--- src/rtl/riscv_pkg.sv ---
// Shared constants, fetch FSM encoding and address-check helpers for the fetch stage.
package riscv_pkg;

    localparam logic [31:0] RESET_PC_DEFAULT  = 32'h0000_0000;
    localparam logic [31:0] NOP_INSTR_DEFAULT = 32'h0000_0013;

    typedef enum logic [1:0] {
        BOOT  = 2'd0,
        RUN   = 2'd1,
        FAULT = 2'd2
    } fetch_state_e;

    function automatic logic addr_misaligned(input logic [31:0] addr);
        return addr[1:0] != 2'b00;
    endfunction

    // Word index compare, so a +4 wrap past 2^32 is caught as out of range first.
    function automatic logic addr_out_of_range(input logic [31:0] addr, input int unsigned depth);
        return {2'b00, addr[31:2]} >= depth;
    endfunction

endpackage

--- src/rtl/fetch_unit_if.sv ---
// Bundle of the fetch stage's memory, redirect and decoder-handshake signals.
interface fetch_unit_if;

    logic [31:0] imem_addr_o;
    logic [31:0] imem_rdata_i;
    logic        redirect_i;
    logic [31:0] redirect_pc_i;
    logic        ready_i;
    logic        valid_o;
    logic [31:0] instr_o;
    logic [31:0] pc_o;
    logic        fault_o;
    logic [31:0] retired_cnt_o;

    modport master (
        output imem_addr_o, valid_o, instr_o, pc_o, fault_o, retired_cnt_o,
        input  imem_rdata_i, redirect_i, redirect_pc_i, ready_i
    );

    modport slave (
        input  imem_addr_o, valid_o, instr_o, pc_o, fault_o, retired_cnt_o,
        output imem_rdata_i, redirect_i, redirect_pc_i, ready_i
    );

endinterface

--- src/rtl/fetch_unit_pc_register.sv ---
// PC flop with hold / +4 / redirect next-PC selection and alignment/range checks.
module pc_register
    import riscv_pkg::*;
#(
    parameter logic [31:0] RESET_PC   = RESET_PC_DEFAULT,
    parameter int unsigned IMEM_DEPTH = 1024
) (
    input  logic        clk,
    input  logic        rst,
    input  logic        advance_i,
    input  logic        redirect_i,
    input  logic [31:0] redirect_pc_i,
    output logic [31:0] pc_o,
    output logic        pc_oob_o,
    output logic        target_bad_o
);

    logic [31:0] pc_q;
    logic [31:0] pc_d;

    always_comb begin
        pc_d = pc_q;
        if (redirect_i) begin
            pc_d = redirect_pc_i;
        end else if (advance_i) begin
            pc_d = pc_q + 32'd4;
        end
    end

    always_ff @(posedge clk or negedge rst) begin
        if (!rst) begin
            pc_q <= RESET_PC;
        end else begin
            pc_q <= pc_d;
        end
    end

    assign pc_o         = pc_q;
    assign pc_oob_o     = addr_out_of_range(pc_q, IMEM_DEPTH);
    assign target_bad_o = addr_misaligned(redirect_pc_i) | addr_out_of_range(redirect_pc_i, IMEM_DEPTH);

endmodule

--- src/rtl/fetch_unit.sv ---
// Instruction fetch stage: PC, IF/ID output latch, valid/ready handoff to decode, sticky fault.
module fetch_unit
    import riscv_pkg::*;
#(
    parameter logic [31:0] RESET_PC   = RESET_PC_DEFAULT,
    parameter int unsigned IMEM_DEPTH = 1024,
    parameter logic [31:0] NOP_INSTR  = NOP_INSTR_DEFAULT
) (
    input  logic         clk,
    input  logic         rst,
    fetch_unit_if.master bus
);

    fetch_state_e state_q;
    logic         valid_q;
    logic [31:0]  instr_q;
    logic [31:0]  pc_out_q;
    logic         fault_q;
    logic [31:0]  cnt_q;

    logic [31:0]  pc;
    logic         pc_oob;
    logic         target_bad;
    logic         redirect_live;
    logic         load;
    logic         take_redirect;
    logic         advance;
    logic         handshake;

    // A redirect outranks everything, including a same-cycle handshake.
    assign redirect_live = bus.redirect_i && (state_q != FAULT);
    assign load          = (state_q == RUN) && (!valid_q || bus.ready_i);
    assign take_redirect = redirect_live && !target_bad;
    assign advance       = !redirect_live && load && !pc_oob;
    assign handshake     = valid_q && bus.ready_i && !redirect_live;

    pc_register #(
        .RESET_PC   (RESET_PC),
        .IMEM_DEPTH (IMEM_DEPTH)
    ) u_pc (
        .clk           (clk),
        .rst           (rst),
        .advance_i     (advance),
        .redirect_i    (take_redirect),
        .redirect_pc_i (bus.redirect_pc_i),
        .pc_o          (pc),
        .pc_oob_o      (pc_oob),
        .target_bad_o  (target_bad)
    );

    always_ff @(posedge clk or negedge rst) begin
        if (!rst) begin
            state_q  <= BOOT;
            valid_q  <= 1'b0;
            instr_q  <= NOP_INSTR;
            pc_out_q <= 32'd0;
            fault_q  <= 1'b0;
            cnt_q    <= 32'd0;
        end else begin
            if (handshake) begin
                cnt_q <= cnt_q + 32'd1;
            end
            case (state_q)
                BOOT, RUN: begin
                    if (redirect_live) begin
                        valid_q <= 1'b0;
                        instr_q <= NOP_INSTR;
                        if (target_bad) begin
                            state_q <= FAULT;
                            fault_q <= 1'b1;
                        end else begin
                            state_q <= RUN;
                        end
                    end else if (state_q == BOOT) begin
                        state_q <= RUN;
                    end else if (load) begin
                        if (pc_oob) begin
                            state_q <= FAULT;
                            fault_q <= 1'b1;
                            valid_q <= 1'b0;
                            instr_q <= NOP_INSTR;
                        end else begin
                            instr_q  <= bus.imem_rdata_i;
                            pc_out_q <= pc;
                            valid_q  <= 1'b1;
                        end
                    end
                end
                FAULT: begin
                    valid_q <= 1'b0;
                    instr_q <= NOP_INSTR;
                end
                default: begin
                    state_q <= BOOT;
                    valid_q <= 1'b0;
                    instr_q <= NOP_INSTR;
                end
            endcase
        end
    end

    assign bus.imem_addr_o   = pc;
    assign bus.valid_o       = valid_q;
    assign bus.instr_o       = instr_q;
    assign bus.pc_o          = pc_out_q;
    assign bus.fault_o       = fault_q;
    assign bus.retired_cnt_o = cnt_q;

endmodule

--- src/flat_wrapper.sv ---
// flat-port wrapper written by rule: the top's interface ports become plain ports
module fetch_unit_flat import riscv_pkg::*;
#(
    parameter logic [31:0] RESET_PC   = RESET_PC_DEFAULT,
    parameter int unsigned IMEM_DEPTH = 1024,
    parameter logic [31:0] NOP_INSTR  = NOP_INSTR_DEFAULT
)
  (clk, rst, bus_imem_addr_o, bus_valid_o, bus_instr_o, bus_pc_o, bus_fault_o, bus_retired_cnt_o, bus_imem_rdata_i, bus_redirect_i, bus_redirect_pc_i, bus_ready_i);
  fetch_unit_if bus_i ();
  input  logic clk;
  input  logic rst;
  output wire logic [$bits(bus_i.imem_addr_o)-1:0] bus_imem_addr_o;
  output wire logic [$bits(bus_i.valid_o)-1:0] bus_valid_o;
  output wire logic [$bits(bus_i.instr_o)-1:0] bus_instr_o;
  output wire logic [$bits(bus_i.pc_o)-1:0] bus_pc_o;
  output wire logic [$bits(bus_i.fault_o)-1:0] bus_fault_o;
  output wire logic [$bits(bus_i.retired_cnt_o)-1:0] bus_retired_cnt_o;
  input wire logic [$bits(bus_i.imem_rdata_i)-1:0] bus_imem_rdata_i;
  input wire logic [$bits(bus_i.redirect_i)-1:0] bus_redirect_i;
  input wire logic [$bits(bus_i.redirect_pc_i)-1:0] bus_redirect_pc_i;
  input wire logic [$bits(bus_i.ready_i)-1:0] bus_ready_i;
  assign bus_imem_addr_o = bus_i.imem_addr_o;
  assign bus_valid_o = bus_i.valid_o;
  assign bus_instr_o = bus_i.instr_o;
  assign bus_pc_o = bus_i.pc_o;
  assign bus_fault_o = bus_i.fault_o;
  assign bus_retired_cnt_o = bus_i.retired_cnt_o;
  assign bus_i.imem_rdata_i = bus_imem_rdata_i;
  assign bus_i.redirect_i = bus_redirect_i;
  assign bus_i.redirect_pc_i = bus_redirect_pc_i;
  assign bus_i.ready_i = bus_ready_i;
  fetch_unit #(.RESET_PC(RESET_PC), .IMEM_DEPTH(IMEM_DEPTH), .NOP_INSTR(NOP_INSTR)) u_core (.clk(clk), .rst(rst), .bus(bus_i));
endmodule
--- config.mk ---
export PLATFORM = sky130hd
export DESIGN_NAME = fetch_unit_flat
export DESIGN_NICKNAME = d
export VERILOG_FILES = /design/src/rtl/riscv_pkg.sv /design/src/rtl/fetch_unit_if.sv /design/src/rtl/fetch_unit_pc_register.sv /design/src/rtl/fetch_unit.sv /design/src/flat_wrapper.sv
export SDC_FILE = /design/constraint.sdc
export NUM_CORES = 1
export LEC_CHECK = 0
export ABC_AREA = 1
export BUFFER_PORTS_ARGS = -buffer_cell sky130_fd_sc_hd__buf_2
export CAP_MARGIN = 0
export CORE_UTILIZATION = 45
export DETAILED_ROUTE_END_ITERATION = 10
export PLACE_DENSITY_LB_ADDON = 0.2
export SLEW_MARGIN = 20
export SYNTH_ARGS = -nofsm -noshare
export SYNTH_HDL_FRONTEND = slang
export SYNTH_SLANG_ARGS = --single-unit
--- constraint.sdc ---
create_clock -name clk -period 2.3 [get_ports clk]
set_clock_uncertainty 0.1 [all_clocks]
set_input_delay 0.345 -clock clk [delete_from_list [all_inputs] [get_ports clk]]
set_output_delay 0.345 -clock clk [all_outputs]
set_load 0.005 [all_outputs]
Yosys cells after proc, flatten, opt, wreduce, memory -nomap -nowiden. Index checks and enable logic that the tools add are counted.

Bits in registers: 132. Input port bits: 68. Output and inout port bits: 130. Logic and storage cells: 70.

$add $sub $neg: 2. $lt $le $gt $ge: 2. Equality and inequality tests: 9. Muxes and demuxes: 23. Bitwise logic cells: 5. Reduce and logical (&&, ||, !) cells: 22.

Operators by type and width (count): $mux W32 (7); $ge A30 B11 Y1 const B (2); $add A32 B1 Y32 const B (1); $add A32 B3 Y32 const B (1); $mux W1 (10); $mux W2 (5); $reduce_and A5 Y1 (2); $ne A4 B1 Y1 const B (2); $reduce_bool A2 Y1 (4); $logic_and A1 B1 Y1 (7); $logic_not A1 Y1 (4); $ne A2 B1 Y1 const B (2); $not A1 Y1 (4); $pmux W2 S2 (1); $ne A3 B1 Y1 const B (1); $ne A3 B2 Y1 const B (1); $reduce_and A3 Y1 (1); $eq A2 B1 Y1 const B (1); $eq A2 B2 Y1 const B (1); $logic_not A2 Y1 (1); $ne A2 B2 Y1 const B (1); $reduce_and A2 Y1 (1); $reduce_or A2 Y1 (1); $logic_or A1 B1 Y1 (1); $or A1 B1 Y1 (1).

Logic depth before layout (Yosys ltp). Gate-level depths: netlist (run 1).

Depth after elaboration: 7. Gate-level depth with buffers: 10. Depth with buffers taken out: 10.

By module. Synthesis (run 1) repeated with hierarchy kept, for this count alone.

Cell total of the unflattened synthesis: 812. Area total of the unflattened synthesis: 6616.3 sq um.

By module, submodules not included: fetch_unit (times used 1, cells each 472, area each 4326.6 sq um, sequential area each 2506.2 sq um); pc_register (times used 1, cells each 340, area each 2289.7 sq um, sequential area each 800.8 sq um).

Worst setup path before layout (run 1). OpenSTA, ideal clock, no wires.

Kind: register to register. From: register u_core.cnt_q[0], in the netlist u_core.bus.retired_cnt_o[0]. To: register u_core.cnt_q[28], in the netlist u_core.bus.retired_cnt_o[28]. Library setup time: 0.117 ns. Arrival time: 1.384 ns. Data required time: 2.083 ns. Path slack: 0.699 ns. Stages on the path, launching flop included: 11. Buffers on the path: 0. Period minus slack after synthesis: 1.601 ns. Cell sequence: dfrtp_1 ha_1 inv_1 nor2_1 inv_1 nor2_1 nand2_1 nand2_1 nand2_1 nand2_1 nand2_1.

Word-level cells in the longest chain between the ends: 1.

Ends and longest elaborated chain: start, declared (RTL line fetch_unit.sv:19) `logic [31:0] cnt_q;`; start signal, assigned (RTL line fetch_unit.sv:61) `cnt_q <= cnt_q + 32'd1;`; $add A32 B1 Y32 (RTL line fetch_unit.sv:61).

Every way passes these cells. A chain may end at the register's enable or synchronous reset.

Worst setup path in the final report (run 1).
From: register u_core.cnt_q[0], in the netlist u_core.bus.retired_cnt_o[0]. To: register u_core.cnt_q[16], in the netlist u_core.bus.retired_cnt_o[16].

Same word-level chain as after synthesis.

==> impl_metrics.py, run 1 <==
metrics = {
    "outcome": {
        "status": "finished, final reports clean",
    },
    "floorplan": {
        "dieArea_um2": 14510,
        "die_w_um": 120.5,
        "fp.coreArea_um2": 13450,
        "die_y_um": 120.5,
        "io_pins": 198,
        "initial_utilization_pct": 46.94,
        "rows": 42,
    },
    "critical_path": {
        "cpMostUsedCell": "nand2_1",
        "r2r-end": "u_core.bus.retired_cnt_o[16]",
        "critical_path.cell_chain": "ha_1, inv_1, nor2_1, nand2_1, nor2_1, xor2_1, nand2_1, nand2_1",
        "required_ps": 2550,
        "critPathArrivalTime_ps": 2060,
        "startpoint": "u_core.bus.retired_cnt_o[0]",
        "cp_top_family": "simple AND/OR/NAND/NOR gates",
        "critPathLaunchType": "register",
        "critPathCapture": "u_core.bus.retired_cnt_o[16]",
        "slowest_delay_ps": 460,
        "path_buf_inv": 1,
        "critPathSlowestCell": "dfrtp_1",
        "crit_path_end_kind": "register",
        "crit_cells": 8,
        "reg2regPathDepth": 8,
        "path_max_fanout": 7,
        "rr_startpoint": "u_core.bus.retired_cnt_o[0]",
        "worstSetupPathType": "reg -> reg",
        "r2r_setup_slack_ps": 490,
    },
    "layout": {
        "drive_above_1_share_pct": 25.80,
        "antenna_cells": 0,
        "stdcell_count": 1211,
        "fillers": 1304,
        "regArea_um2": 3307,
        "multi_input_area_um2": 2489,
        "area_delta_synth_final_pct": 29.05,
        "nNetsFinal": 1093,
    },
    "timing": {
        "finalMaxSlewViolations": 0,
        "max_freq_ghz": 0.5526,
        "min_period_over_period_pct": 78.68,
        "period_minus_slack_ps": 1810,
        "fin_tns_setup_ps": 0,
        "rsz0062_at_grt": "no",
        "setup-violations-final": 0,
        "holdWs_ps": 56.30,
        "worst_slew_margin_rel_pct": 67.05,
        "hold_violations": 0,
        "max_slew.worst_pin.slew_ps": 494.2,
    },
    "clocking": {
        "clock_tree.buffer_depth": 2,
        "clkSinkCount": 132,
        "clk_latency_ps": 410,
        "cts.reportedPaths.clkPinSlew_ps": 60,
        "cts-root-buf": "clkbuf_16",
        "cts_tree": "done",
        "cts_resized": 0,
        "h-tree-depth": 4,
        "cts-buffers-inserted": 17,
    },
    "flow_run": {
        "cap_violations": 0,
    },
    "synth": {
        "seq_area_frac_synth_pct": 52.37,
        "synthTopCellsByArea": "dfrtp_1 (51%), nand2_1 (16%), nor2_1 (8.0%)",
        "yosysUniqueCellTypes": 31,
        "synth_edf_count": 0,
        "synth_cells": 812,
        "synth_ff_type": "dfrtp_1",
        "async_reset_ff_share_pct": 100.0,
        "ys_seq_elements": 132,
        "yosysTopAreaCell": "dfrtp_1",
        "avgSynthCellArea_um2": 7.777,
        "syn_nets": 883,
        "yosysTopAreaCellShare_pct": 51.12,
        "synth_common_cells": "nand2_1 (275), nor2_1 (135), dfrtp_1 (129)",
        "netlist_area_um2": 6315,
        "synth.most_common_cell": "nand2_1",
        "ys_warn_count": 0,
    },
    "detailed_routing": {
        "drt-initial-drc-count": 251,
        "ant_nets": 0,
        "vias_per_cell": 4.680,
        "vias": 5667,
        "drt-total-wl_um": 15060,
        "wl_per_cell_um": 12.44,
        "firstDrtPassIters": 5,
        "drcViolationCount": 0,
    },
    "power_and_ir_drop": {
        "power_mw": 5.208,
        "switching_power_mw": 1.167,
        "ir_drop_mv": 0.4371,
        "sw_frac_of_total_pct": 22.41,
        "powerDensity_nw_per_um2": 639.1,
        "clkPwrFrac_pct": 52.7,
        "p_int_mw": 4.041,
        "pwr-share-seq_pct": 44.6,
        "leakage_nw": 4.514,
        "combPwrFrac_pct": 2.7,
    },
    "global_routing": {
        "grt_start_max_net_pins": 54,
        "overflow": 0,
        "grt_pass1_wl_um": 25280,
        "grt_usage_pct": 22.02,
        "antenna_found_initial": 0,
        "grt_pass1_vias": 5395,
    },
    "placement": {
        "place.gp.congestion": 0.9105,
        "portBuffers": 197,
        "dp_hpwl_um": 11150,
        "dpl.cell_count": 1178,
    },
    "min_path": {
        "worstHoldPathType": "in -> reg",
    },
}
==> final cells by class <==
type	instances	area share [%]
multi-input combinational	551	30.54
sequential	132	40.58
tap	176	2.702
inverter	110	5.067
clock inverter	14	2.011
timing repair buffer	210	13.71
clock buffer	18	5.389
==> worst min-delay path, delay by kind of cell <==
| family | cells | cell delay [ps] |
|---|---|---|
| buf+inv | 1 | 80 |
| simple gates | 2 | 100 |
==> layout by cell type (no fill, tap or decap), types with 2 or more instances in the layout <==
cell type   instances
and2_1              2
buf_12              2
buf_2             196
buf_4              10
bufinv_16           2
clkbuf_16          17
clkinvlp_4          2
dfrtp_1           129
dfstp_2             3
ha_1                3
inv_1             108
inv_6               6
inv_8               2
nand2_1           275
nand3_1            36
nand3_2             4
nand3b_1           16
nand4_1             2
nor2_1            135
nor2_2              2
nor2_4              2
nor3_1              3
o21ai_0            23
o21ai_1             8
o21ai_2            10
o21bai_1            3
xor2_1             22
==> how the worst min path moves through the flow <==
stage,slack [ps],endpoint,startpoint,cells past startpoint
3_5_place_dp,230,u_core.bus.pc_o[19],rst,1
4_1_cts,40,u_core.u_pc.pc_o[7],bus_redirect_pc_i[7],3
2_1_floorplan,-50,u_core.bus.fault_o,rst,0
5_1_grt,50,u_core.u_pc.pc_o[11],bus_redirect_pc_i[11],3
6_report,60,u_core.u_pc.pc_o[7],bus_redirect_pc_i[7],3
3_3_place_gp,230,u_core.bus.pc_o[19],rst,1
==> repair_timing <==
action	4_1_cts	5_1_grt
setup buffers	0	0
endpoints found under the setup margin	0	0
hold buffers	1	0
endpoints found under the hold margin	45	0
==> through the flow <==
step,utilization (%),area (um^2),setup WS (ps)
after global placement,56.02,7536,484.6
final,60.57,8149,490.3
after floorplan,-,6315,698.7
after detailed placement,56.02,7536,435.2
after global routing,60.57,8149,270.4
after CTS,60.57,8149,473.7
==> cell families (layout without fill, tap and decap cells) <==
| logic type | Yosys count | in the layout | share of synthesized area, % |
|---|---|---|---|
| fa+ha+maj | 3 | 3 | 0.5945 |
| flops | 132 | 132 | 52.37 |
| compound gates | 45 | 45 | 4.280 |
| buf+inv | 129 | 352 | 8.222 |
| simple gates | 481 | 481 | 31.48 |
| xor+xnor | 22 | 22 | 3.051 |
==> per-layer routing <==
layer / vias up / GRT usage, % / part of all wire (%)
met3: 24 / 6.792 / 6.7
met5: - / 0 / 0
met1: 2598 / 28.34 / 46
met4: 0 / 8.410 / 1.7
li1: 2879 / - / -
met2: 166 / 34.77 / 46
==> power groups by stage <==
stage / sequential [mW] / combinational (mW) / clock (mW)
after floorplan: 2.37 / 0.0221 / 0
after global placement: 2.36 / 0.140 / 0
after detailed placement: 2.36 / 0.142 / 0
after CTS: 2.32 / 0.143 / 2.81
after global routing: 2.32 / 0.162 / 2.91
final: 2.32 / 0.139 / 2.75
==> registers in the layout (all words and copies together), names as in the netlist <==
| name | cells |
|---|---|
| u_core.bus.instr_o | 32 |
| u_core.bus.pc_o | 32 |
| u_core.bus.retired_cnt_o | 32 |
| u_core.u_pc.pc_o | 32 |
| u_core.state_q | 2 |
| u_core.bus.fault_o | 1 |
| u_core.bus.valid_o | 1 |
(Power assumes the default switching activity.)
==> inputs of run 2 (changes only) <==
--- a/config.mk
+++ b/config.mk
@@ -5,7 +5,7 @@
 export SDC_FILE = /design/constraint.sdc
 export NUM_CORES = 1
 export LEC_CHECK = 0
-export ABC_AREA = 1
+export ABC_AREA = 0
 export BUFFER_PORTS_ARGS = -buffer_cell sky130_fd_sc_hd__buf_2
 export CAP_MARGIN = 0
 export CORE_UTILIZATION = 45
==> constraint.sdc (replaced) <==
create_clock -name clk -period 1.53 [get_ports clk]
set_clock_uncertainty 0.1 [all_clocks]
set_input_delay 0.2295 -clock clk [delete_from_list [all_inputs] [get_ports clk]]
set_output_delay 0.2295 -clock clk [all_outputs]
set_load 0.005 [all_outputs]
==> impl_metrics.py, run 2 <==
metrics = {
    "synth": {
        "synthSimpleGateAreaFrac_pct": 17.37,
        "netlist_area_um2": 5438,
        "synth_top_family_by_area": "simple AND/OR/NAND/NOR gates",
        "avgSynthCellArea_um2": 12.92,
        "synthMuxAreaShare_pct": 3.682,
        "synth_cells": 421,
        "yosysTopAreaCellShare_pct": 59.36,
        "synthAdderAreaFrac_pct": 0.6903,
        "synth_edf_count": 0,
        "synth_ff_type": "dfrtp_1",
        "synth_compound_area_share_pct": 9.135,
        "synthTopCellsByArea": "dfrtp_1 (59%), a22o_1 (4.8%), xnor2_1 (4.7%)",
        "ys_seq_elements": 132,
        "yosysUniqueCellTypes": 50,
        "yosysTopAreaCell": "dfrtp_1",
        "synth.most_common_cell": "dfrtp_1",
        "syn_nets": 492,
        "async_reset_ff_share_pct": 100.0,
        "synth_common_cells": "dfrtp_1 (129), a22o_1 (30), nor2b_1 (30)",
        "ys_warn_count": 0,
        "synth_xor_area_share_pct": 5.936,
        "seq_area_frac_synth_pct": 60.81,
    },
    "layout": {
        "area_delta_synth_final_pct": 67.58,
        "antenna_cells": 0,
        "nNetsFinal": 853,
        "regArea_um2": 3309,
        "design_area_um2": 9112,
        "fillers": 702,
        "layout_commonest_cell": "buf_2",
        "drive_above_1_share_pct": 56.93,
        "stdcell_count": 937,
        "multi_input_area_um2": 2556,
        "final_cell_mix": "buf_2 (196), dfrtp_1 (127), buf_4 (98)",
    },
    "global_routing": {
        "antenna_found_initial": 0,
        "overflow": 0,
        "grt_usage_pct": 26.17,
        "grt_start_max_net_pins": 51,
        "grt_pass1_vias": 5130,
        "grt_util_met1_pct": 32.11,
        "grt_pass1_wl_um": 25340,
        "met2_usage_pct": 43.35,
        "grtUsageMet3_pct": 5.879,
        "grt-busiest-layer": "met2",
    },
    "clocking": {
        "cts-root-buf": "clkbuf_16",
        "cts_tree": "done",
        "cts-buffers-inserted": 17,
        "h-tree-depth": 4,
        "clock_tree.buffer_depth": 2,
        "clk_latency_ps": 410,
        "cts.reportedPaths.clkPinSlew_ps": 50,
        "clkSinkCount": 132,
    },
    "timing": {
        "max_freq_ghz": 0.4990,
        "worst_slack_ps": -474.2,
        "fin_tns_setup_ps": -41550,
        "period_minus_slack_ps": 2004,
        "worst_slew_margin_rel_pct": 72.19,
        "min_period_over_period_pct": 131.0,
        "hold_violations": 0,
        "finalMaxSlewViolations": 0,
        "max_slew.worst_pin.slew_ps": 414.0,
        "setup-violations-final": 130,
        "rsz0062_at_grt": "yes",
    },
    "floorplan": {
        "die_w_um": 111.9,
        "io_pins": 198,
        "dieArea_um2": 12530,
        "die_y_um": 111.9,
        "fp.coreArea_um2": 11610,
        "initial_utilization_pct": 46.82,
        "rows": 39,
    },
    "detailed_routing": {
        "wl_per_cell_um": 16.80,
        "ant_nets": 0,
        "drt-total-wl_um": 15740,
        "firstDrtPassIters": 8,
        "vias": 4741,
        "drcViolationCount": 17,
        "vias_per_cell": 5.060,
        "drt-initial-drc-count": 239,
    },
    "critical_path": {
        "required_ps": 1780,
        "r2r-end": "u_core.u_pc.pc_o[11]",
        "critPathArrivalTime_ps": 2250,
        "reg2regPathDepth": 7,
        "critPathLaunchType": "register",
        "path_max_fanout": 6,
        "worstSetupPathType": "reg -> reg",
        "crit_path_end_kind": "register",
        "rr_startpoint": "u_core.u_pc.pc_o[30]",
        "r2r_setup_slack_ps": -470,
    },
    "power_and_ir_drop": {
        "sw_frac_of_total_pct": 22.42,
        "pwr-share-seq_pct": 44.6,
        "power_mw": 8.223,
        "powerDensity_nw_per_um2": 902.4,
        "ir_drop_mv": 0.6236,
        "clkPwrFrac_pct": 45.6,
        "p_int_mw": 6.380,
        "leakage_nw": 4.960,
        "combPwrFrac_pct": 9.8,
        "switching_power_mw": 1.844,
    },
    "outcome": {
        "status": "finished, violations left",
        "failed_checks": "design-rule violations, negative setup slack",
    },
    "placement": {
        "dp_hpwl_um": 9975,
        "portBuffers": 197,
        "post_dp_cell_area_um2": 7491,
        "dpl.cell_count": 851,
        "place.gp.congestion": 0.8437,
        "dp_slack_ps": -568.9,
    },
    "min_path": {
        "hold_end": "u_core.u_pc.pc_o[3]",
        "worstHoldPathType": "in -> reg",
        "min_from": "bus_redirect_pc_i[3]",
        "whs_path_depth": 3,
    },
    "flow_run": {
        "cap_violations": 0,
    },
}
## run 2: critical path, stage by stage (launching register included)
cell       delay (ps)
dfrtp_1           410
nor4_4            350
o2111ai_4         240
nor3_2            190
buf_4             160
buf_6             120
mux2i_2           230
a21o_1            150
## run 2: cell type report
type / instances / share of cell area, %
flip-flops and latches: 132 / 36.32
multi-input cells: 265 / 28.05
repair buffers: 358 / 27.26
clock buffers: 22 / 5.204
well taps: 143 / 1.963
clock inverters: 9 / 0.8788
inverters: 8 / 0.3295
## run 2: worst max-delay path by stage
stage / startpoint / to / cells after the start / slack (ps)
floorplan: u_core.u_pc.pc_o[30] / u_core.bus.pc_o[0] / 5 / -390
global placement: bus_redirect_pc_i[15] / u_core.u_pc.pc_o[10] / 7 / -540
detailed placement: bus_redirect_pc_i[15] / u_core.state_q[1] / 8 / -570
CTS: u_core.u_pc.pc_o[26] / u_core.u_pc.pc_o[11] / 7 / -480
global route: u_core.u_pc.pc_o[30] / u_core.u_pc.pc_o[11] / 7 / -600
finish: u_core.u_pc.pc_o[30] / u_core.u_pc.pc_o[11] / 7 / -470
## run 2: cells by family (layout without fill, tap and decap cells)
kind of cell / Yosys count / in the layout
flip-flops: 132 / 132
XOR/XNOR: 36 / 36
buffers and inverters: 24 / 397
adder cells (fa/ha/maj): 3 / 3
AND/OR/NAND/NOR: 151 / 151
multiplexers: 18 / 18
AO/OA/AOI/OAI: 57 / 57
## run 2: power by group through the flow
stage | logic [mW] | registers [mW] | clock network [mW]
2_1_floorplan | 0.156 | 3.76 | 0
3_3_place_gp | 0.635 | 3.71 | 0
3_5_place_dp | 0.658 | 3.72 | 0
4_1_cts | 0.792 | 3.67 | 3.83
5_1_grt | 0.879 | 3.67 | 3.98
6_report | 0.805 | 3.67 | 3.75
## run 2: metrics by stage
| stage | utilization (%) | hold WS [ps] |
|---|---|---|
| final | 78.46 | 45.74 |
| after global routing | 78.46 | 42.52 |
| after CTS | 76.19 | 20.01 |
| after detailed placement | 64.50 | 48.98 |
| after global placement | 64.50 | 44.97 |
| after floorplan | - | -166.1 |
## run 2: timing repair
action / 4_1_cts / 5_1_grt
setup buffers: 13 / 4
gates cloned: 3 / 0
resized for setup: 61 / 55
pin swaps: 40 / 17
endpoints found under the hold margin: 153 / 0
endpoints found under the setup margin: 127 / 132
hold buffers: 40 / 0
## run 2: metal layers
metal	wire length (um)	vias up
li1	-	2225
met1	6460	2302
met2	8065	176
met3	781	38
met4	437	0
met5	0	-
==> inputs of run 3 (changes only) <==
==> constraint.sdc (replaced) <==
create_clock -name clk -period 2.25 [get_ports clk]
set_clock_uncertainty 0.1 [all_clocks]
set_input_delay 0.3375 -clock clk [delete_from_list [all_inputs] [get_ports clk]]
set_output_delay 0.3375 -clock clk [all_outputs]
set_load 0.005 [all_outputs]
==> impl_metrics.py, run 3 (synthesis results as in run 2) <==
metrics = {
    "timing": {
        "worst_slack_ps": 141.7,
        "worst_slew_margin_rel_pct": 68.00,
        "setup-violations-final": 0,
        "max_freq_ghz": 0.4743,
        "hold_violations": 0,
        "min_period_over_period_pct": 93.70,
        "rsz0062_at_grt": "no",
        "fin_tns_setup_ps": 0,
        "period_minus_slack_ps": 2108,
        "max_slew.worst_pin.slew_ps": 476.4,
        "finalMaxSlewViolations": 0,
    },
    "critical_path": {
        "critPathArrivalTime_ps": 2300,
        "crit_path_end_kind": "register",
        "reg2regPathDepth": 6,
        "worstSetupPathType": "reg -> reg",
        "rr_startpoint": "u_core.u_pc.pc_o[18]",
        "path_buf_inv": 1,
        "r2r_setup_slack_ps": 140,
        "critPathSlowestCell": "dfrtp_1",
        "required_ps": 2450,
        "r2r-end": "u_core.u_pc.pc_o[10]",
        "path_max_fanout": 6,
        "critPathCapture": "u_core.u_pc.pc_o[10]",
        "crit_cells": 6,
        "startpoint": "u_core.u_pc.pc_o[18]",
        "cp_top_family": "simple AND/OR/NAND/NOR gates",
        "critical_path.cell_chain": "nor4_2, o2111ai_4, buf_4, nor4_1, xor2_1, mux2_2",
        "slowest_delay_ps": 400,
        "critPathLaunchType": "register",
    },
    "floorplan": {
        "die_y_um": 111.9,
        "dieArea_um2": 12530,
        "io_pins": 198,
        "fp.coreArea_um2": 11610,
        "die_w_um": 111.9,
        "initial_utilization_pct": 46.82,
        "rows": 39,
    },
    "clocking": {
        "clk_latency_ps": 410,
        "cts-root-buf": "clkbuf_16",
        "h-tree-depth": 4,
        "cts-buffers-inserted": 17,
        "cts.reportedPaths.clkPinSlew_ps": 50,
        "clock_tree.buffer_depth": 2,
        "clkSinkCount": 132,
        "cts_tree": "done",
        "post_cts_buffers": 0,
    },
    "placement": {
        "dp_hpwl_um": 9153,
        "dpl.cell_count": 764,
        "dp_slack_ps": 73.82,
        "portBuffers": 197,
        "place.gp.congestion": 0.8217,
    },
    "power_and_ir_drop": {
        "switching_power_mw": 1.139,
        "ir_drop_mv": 0.3971,
        "leakage_nw": 3.974,
        "p_int_mw": 4.063,
        "powerDensity_nw_per_um2": 718.6,
        "sw_frac_of_total_pct": 21.90,
        "pwr-share-seq_pct": 48.5,
        "clkPwrFrac_pct": 45.4,
        "power_mw": 5.202,
        "combPwrFrac_pct": 6.1,
    },
    "layout": {
        "area_delta_synth_final_pct": 33.13,
        "stdcell_count": 793,
        "drive_above_1_share_pct": 42.92,
        "antenna_cells": 0,
        "final_cell_mix": "buf_2 (196), dfrtp_1 (129), nor2b_1 (30), a22o_1 (30), xnor2_1 (29)",
        "layout_commonest_cell": "buf_2",
        "nNetsFinal": 712,
    },
    "global_routing": {
        "grt_pass1_wl_um": 20770,
        "antenna_found_initial": 0,
        "grt_pass1_vias": 4024,
        "grt_usage_pct": 21.59,
        "overflow": 0,
        "met2_usage_pct": 34.91,
        "grt_start_max_net_pins": 79,
        "grt_util_met1_pct": 27.52,
        "grt-busiest-layer": "met2",
        "grtUsageMet3_pct": 5.498,
    },
    "min_path": {
        "worstHoldPathType": "in -> reg",
    },
    "outcome": {
        "status": "finished, violations left",
        "failed_checks": "design-rule violations",
    },
    "detailed_routing": {
        "firstDrtPassIters": 8,
        "vias": 4068,
        "drt-total-wl_um": 12670,
        "drt-initial-drc-count": 204,
        "ant_nets": 0,
        "wl_per_cell_um": 15.97,
        "drcViolationCount": 16,
        "vias_per_cell": 5.130,
    },
    "flow_run": {
        "cap_violations": 0,
    },
}
==> run 3: through the flow <==
stage / utilization, % / instance area, um^2 / hold slack (ps)
CTS: 62.31 / 7237 / 24.54
global route: 62.34 / 7239 / 39.68
global placement: 57.86 / 6720 / 262.9
finish: 62.34 / 7239 / 42.53
floorplan: - / 5438 / -58.09
detailed placement: 57.86 / 6720 / 262.7
==> run 3: how the worst min path moves through the flow <==
stage / start / endpoint / slack (ps) / cells after the start
final: bus_imem_rdata_i[25] / u_core.bus.instr_o[25] / 40 / 2
after global routing: bus_imem_rdata_i[0] / u_core.bus.instr_o[0] / 40 / 2
after CTS: bus_redirect_pc_i[8] / u_core.u_pc.pc_o[8] / 20 / 3
after detailed placement: rst / u_core.bus.instr_o[14] / 260 / 2
after global placement: rst / u_core.bus.pc_o[31] / 260 / 2
after floorplan: rst / u_core.bus.fault_o / -60 / 0
==> run 3: power groups by stage <==
stage          sequential (mW)  combinational, mW  clock [mW]
2_1_floorplan             2.56              0.103           0
3_3_place_gp              2.56              0.318           0
3_5_place_dp              2.56              0.323           0
4_1_cts                   2.52              0.325        2.43
5_1_grt                   2.54              0.359        2.52
6_report                  2.52              0.316        2.36
==> run 3: final cells by class <==
cell class | count | area [um^2]
Fill cell | 973 | 4374
Sequential cell | 132 | 3307
Inverter | 8 | 30.03
Timing Repair Buffer | 217 | 1204
Clock inverter | 6 | 32.53
Tap cell | 143 | 178.9
Multi-Input combinational cell | 265 | 2013
Clock buffer | 22 | 474.2
==> run 3: per-layer routing <==
layer,share of wire (%),vias up,routed length [um]
li1,-,1941,-
met1,44,1971,5541
met2,49,139,6164
met3,6.0,17,760
met4,1.6,0,202
met5,0,-,0
==> run 3: worst reg2reg max path, stage by stage (launching register included) <==
cell and delay [ps]:
dfrtp_1 400, nor4_2 390, o2111ai_4 200, buf_4 210, nor4_1 320, xor2_1 110, mux2_2 270
==> run 3: timing repair <==
| action | CTS | global route |
|---|---|---|
| resized for setup | 0 | 1 |
| hold buffers | 1 | 0 |
| endpoints found under the hold margin | 129 | 0 |
| endpoints found under the setup margin | 0 | 1 |
